**src/rtl/mem_arbiter.sv**
```systemverilog
// mem_arbiter: arbitrates the core's instruction-fetch and data/IO buses onto
// one downstream memory port, one transaction in flight at a time.
//
// Optional macro MEM_ARBITER_ROUND_ROBIN_EN: when defined, simultaneous
// requests in IDLE alternate between instr and data. When it is undefined,
// data always wins and no last-grant register exists.
//
// Ports:
//   clk, reset        clock, asynchronous active-high reset
//   instr_m_*         fetch requester (addr/access in, ack/data_in out)
//   data_m_*, d_io    data/IO requester (addr/data/wr/bytesel/access in,
//                     ack/data_in out)
//   q_m_*             downstream port; the request side is registered, and
//                     q_m_ack/q_m_data_in come back from memory
module mem_arbiter #(
  parameter int ADDR_WIDTH = 19
) (
  input  logic                  clk,
  input  logic                  reset,
  input  logic [ADDR_WIDTH:1]   instr_m_addr,
  input  logic                  instr_m_access,
  output logic                  instr_m_ack,
  output logic [15:0]           instr_m_data_in,
  input  logic [ADDR_WIDTH:1]   data_m_addr,
  input  logic [15:0]           data_m_data_out,
  input  logic                  data_m_access,
  input  logic                  data_m_wr_en,
  input  logic [1:0]            data_m_bytesel,
  input  logic                  d_io,
  output logic                  data_m_ack,
  output logic [15:0]           data_m_data_in,
  output logic [ADDR_WIDTH:1]   q_m_addr,
  output logic [15:0]           q_m_data_out,
  output logic                  q_m_access,
  output logic                  q_m_wr_en,
  output logic [1:0]            q_m_bytesel,
  output logic                  q_m_io,
  input  logic                  q_m_ack,
  input  logic [15:0]           q_m_data_in
);

  typedef enum logic [1:0] {
    IDLE        = 2'd0,
    SERVE_INSTR = 2'd1,
    SERVE_DATA  = 2'd2
  } state_t;

  state_t              state_q;
  logic [ADDR_WIDTH:1] addr_q;
  logic [15:0]         data_out_q;
  logic                access_q;
  logic                wr_en_q;
  logic [1:0]          bytesel_q;
  logic                io_q;
  logic                grant_data;

`ifdef MEM_ARBITER_ROUND_ROBIN_EN
  // 1 = the last completed transaction belonged to data; reset value is INSTR.
  logic last_data_q;

  always_comb grant_data = data_m_access && (!instr_m_access || !last_data_q);
`else
  always_comb grant_data = data_m_access;
`endif

  always_ff @(posedge clk or posedge reset) begin
    if (reset) begin
      state_q    <= IDLE;
      addr_q     <= '0;
      data_out_q <= '0;
      access_q   <= 1'b0;
      wr_en_q    <= 1'b0;
      bytesel_q  <= '0;
      io_q       <= 1'b0;
`ifdef MEM_ARBITER_ROUND_ROBIN_EN
      last_data_q <= 1'b0;
`endif
    end else begin
      case (state_q)
        IDLE: begin
          if (grant_data) begin
            addr_q     <= data_m_addr;
            data_out_q <= data_m_data_out;
            wr_en_q    <= data_m_wr_en;
            bytesel_q  <= data_m_bytesel;
            io_q       <= d_io;
            access_q   <= 1'b1;
            state_q    <= SERVE_DATA;
          end else if (instr_m_access) begin
            addr_q     <= instr_m_addr;
            data_out_q <= '0;
            wr_en_q    <= 1'b0;
            bytesel_q  <= '1;
            io_q       <= 1'b0;
            access_q   <= 1'b1;
            state_q    <= SERVE_INSTR;
          end else begin
            access_q   <= 1'b0;
          end
        end
        SERVE_INSTR, SERVE_DATA: begin
          // addr/data_out/bytesel keep their last values after completion.
          if (q_m_ack) begin
            access_q <= 1'b0;
            wr_en_q  <= 1'b0;
            io_q     <= 1'b0;
            state_q  <= IDLE;
`ifdef MEM_ARBITER_ROUND_ROBIN_EN
            last_data_q <= (state_q == SERVE_DATA);
`endif
          end
        end
        default: begin
          access_q <= 1'b0;
          state_q  <= IDLE;
        end
      endcase
    end
  end

  always_comb begin
    instr_m_ack     = (state_q == SERVE_INSTR) && q_m_ack;
    data_m_ack      = (state_q == SERVE_DATA) && q_m_ack;
    instr_m_data_in = instr_m_ack ? q_m_data_in : '0;
    data_m_data_in  = data_m_ack ? q_m_data_in : '0;
  end

  assign q_m_addr     = addr_q;
  assign q_m_data_out = data_out_q;
  assign q_m_access   = access_q;
  assign q_m_wr_en    = wr_en_q;
  assign q_m_bytesel  = bytesel_q;
  assign q_m_io       = io_q;

endmodule

```
**config.mk**
```make
export PLATFORM = sky130hd
export DESIGN_NAME = mem_arbiter
export DESIGN_NICKNAME = d
export VERILOG_FILES = /design/src/rtl/mem_arbiter.sv
export SDC_FILE = /design/constraint.sdc
export NUM_CORES = 1
export LEC_CHECK = 0
export CORE_MARGIN = 5
export CORE_UTILIZATION = 25
export CTS_BUF_LIST = sky130_fd_sc_hd__clkbuf_2
export DETAILED_ROUTE_END_ITERATION = 7
export HOLD_SLACK_MARGIN = 0.15
export PLACE_DENSITY_LB_ADDON = 0.25
export SKIP_LAST_GASP = 1
export SYNTH_ARGS = -nofsm -noshare
export SYNTH_HDL_FRONTEND = slang
export SYNTH_SLANG_ARGS = --single-unit
```
**constraint.sdc**
```tcl
create_clock -name clk -period 2.7 [get_ports clk]
set_clock_uncertainty 0.1 [all_clocks]
set_input_delay 0.27 -clock clk [delete_from_list [all_inputs] [get_ports clk]]
set_output_delay 0.27 -clock clk [all_outputs]
set_load 0.01 [all_outputs]
```
==> qor.txt, run 1 <==
run status - finished, final reports clean
ANT cells - 0
row cnt - 33
CTS tree - done
vias in the first global route - 1983
chip height - 100.6 um
PD cells - 800.4 nW/um^2
CTS root buffer - clkbuf_2
Cell variety after synth - 22
largest family of logic cells by synthesized area - simple AND/OR/NAND/NOR gates
synthesized area - 2052 um^2
complex-gate fraction of the synthesized area - 15.06%
Pwr Total - 2.961 mW
FF-to-FF setup slack - 800 ps
Pre-antenna DRT Iters - 4
io pins - 153
H-tree levels - 2
Worst R2R Start - state_q[1]$_DFFE_PP0P_
post-route DRC violation count - 0
Setup violations, final - 0
largest net degree at the start of global routing - 43
hpwl dp - 4885 um
CTS clk-pin slew, worst paths - 200 ps
period utilization - 93.14%
FMAX - 397.7 MHz
WL per Instance - 13.90 um
TritonCTS buffer count - 5
Layout area overhead - 80.30%
# port buffers - 152
Seq cells post-synth - 42
Initial Utilization - 25.36%
vias per cell - 4.413
R2R Path End - q_m_wr_en$_DFFE_PP0P_
DRT iter0 DRCs - 50
Synth Area in Adders - 1.829%
worst path arrival time - 2140 ps
setup TNS - 0 ps
count of final hold-check violations - 0
DRT antenna net count - 0
initial antenna violation count - 0
Req. time, crit path - 2330 ps
worst-path fanout max - 17
mux contribution to synthesized area - 9.268%
RSZ-0062 raised after global routing - false
synthesized net count - 277
clk buf depth - 2
Nets - 425
wirelength, routed - 6226 um
Synth Area per Inst - 10.52 um^2
leak pwr - 1.659 nW
via count - 1977
core area - 8093 um^2
Synth Area in XOR/XNOR - 0%
Hold Buf Count CTS - 0
worst vdd ir - 0.2905 mV
Hold WC Path Type - in2async
Crit Path Class - reg2out
share of cells above drive strength 1 - 3.790%
global-route wire length before repair - 9632 um
Worst Max-Slew Pin Slew - 680.3 ps
max-cap violation count - 0
Tot GR Track Use - 11.82%
Critical Path End Type - output port
Setup Fix Bufs, Post-CTS - 0
Synth Instances - 195
Die X - 100.6 um
Synthesis Warnings - 0
Post-Synth Simple-Gate Area - 17.20%
FF-to-FF path depth - 5
worst skew pair latency - 370 ps
fin. max-slew vios - 0
grt ovf - 0
cts repair resizes - 0
min cycle time layout - 2515 ps
full die area - 10120 um^2
critical path startpoint category - flip-flop
Seq/Total Area, Yosys - 51.22%
Final GP Congestion - 0.8264
clk sinks - 42
Worst slew margin - 54.65%
[worst max-delay path by stage]
stage,to,from
6_report,data_m_data_in[4],state_q[0]$_DFFE_PP0P_
2_1_floorplan,q_m_data_out[1]$_DFFE_PP0P_,state_q[1]$_DFFE_PP0P_
4_1_cts,instr_m_data_in[8],state_q[1]$_DFFE_PP0P_
3_3_place_gp,data_m_data_in[4],q_m_ack
3_5_place_dp,data_m_data_in[4],q_m_ack
5_1_grt,instr_m_data_in[9],state_q[1]$_DFFE_PP0P_
[synth_stat cells (all sizes together)]
cell type | number | area, um^2
clkbuf | 7 | 31.28
nor2b | 4 | 25.02
o221ai | 1 | 8.760
o22a | 3 | 26.28
and3 | 32 | 200.2
mux2i | 19 | 190.2
a211oi | 1 | 7.510
nor2 | 2 | 7.510
ha | 3 | 37.54
a22o | 16 | 140.1
inv | 5 | 18.77
and2 | 3 | 18.77
buf | 9 | 61.31
nand3b | 2 | 15.01
o21ai | 23 | 126.4
dfrtp | 42 | 1051
nand2 | 23 | 86.33
[power by group]
group / switching [mW] / internal, mW
combinational: 0.717 / 0.935
clock: 0.195 / 0.0629
sequential: 0.148 / 0.905
total: 1.06 / 1.90
[registers in the layout, summed over array words and instances (netlist names)]
register	flops
q_m_addr	19
q_m_data_out	16
q_m_bytesel	2
state_q	2
q_m_access	1
q_m_io	1
q_m_wr_en	1
[stage by stage]
step / hold slack (ps) / utilization [%] / cells / instance area [um^2] / worst slack (ps)
2_1_floorplan: 296.0 / - / 195 / 2052 / 1171
3_3_place_gp: 360.5 / 45.25 / 441 / 3662 / 618.1
3_5_place_dp: 368.9 / 45.25 / 441 / 3662 / 604.1
4_1_cts: 177.0 / 45.72 / 448 / 3700 / 155.6
5_1_grt: 170.4 / 45.72 / 448 / 3700 / 24.39
6_report: 194.2 / 45.72 / 448 / 3700 / 185.3
[critical path, stage by stage (launching register included)]
cell             delay [ps]
dfrtp_1                 440
inv_1                    90
ha_1                    450
and3_1                  230
clkdlybuf4s50_1         550
[kinds of logic after synthesis]
group                    after synthesis
AND/OR/NAND/NOR                       66
AO/OA/AOI/OAI                         44
multiplexers                          19
adder cells (fa/ha/maj)                3
buffers and inverters                 21
flip-flops                            42
[cells in the final DEF, fill, tap and decap left out, drive strengths merged]
| cell type | synthesis | layout |
|---|---|---|
| and3 | 32 | 32 |
| clkdlybuf4s50 | 0 | 152 |
| clkinv | 0 | 1 |
| o21ai | 23 | 23 |
| o221ai | 1 | 1 |
| nand3b | 2 | 2 |
| mux2i | 19 | 19 |
| nand2 | 23 | 23 |
| a22o | 16 | 16 |
| clkbuf | 7 | 6 |
| o22a | 3 | 3 |
| buf | 9 | 5 |
| dfrtp | 42 | 42 |
| ha | 3 | 3 |
| a211oi | 1 | 1 |
| nor2b | 4 | 4 |
| inv | 5 | 4 |
| nor2 | 2 | 2 |
| and2 | 3 | 3 |
| clkinvlp | 0 | 1 |
[layout make-up]
type / count / area (um^2)
multi-input combinational: 132 / 889.6
tap: 105 / 131.4
clock buffer: 6 / 30.03
timing repair buffer: 157 / 1572
inverter: 5 / 18.77
fill: 789 / 4393
clock inverter: 1 / 7.507
sequential: 42 / 1051
[layer usage]
layer / wire (um) / part of all wire [%] / GRT usage [%]
met5: 0 / 0 / 0
met2: 2767 / 44 / 19.19
met1: 2563 / 41 / 13.98
met3: 840 / 13 / 5.882
met4: 55 / 0.88 / 2.798
No activity file was read; power rests on OpenSTA's default activity.
==> run 2, diff against run 1 <==
--- a/config.mk
+++ b/config.mk
@@ -5,6 +5,7 @@
 export SDC_FILE = /design/constraint.sdc
 export NUM_CORES = 1
 export LEC_CHECK = 0
+export CAP_MARGIN = 15
 export CORE_MARGIN = 5
 export CORE_UTILIZATION = 25
 export CTS_BUF_LIST = sky130_fd_sc_hd__clkbuf_2
==> results of run 2 <==
No change in the layout: final DEF, timing and power equal those of run 1.
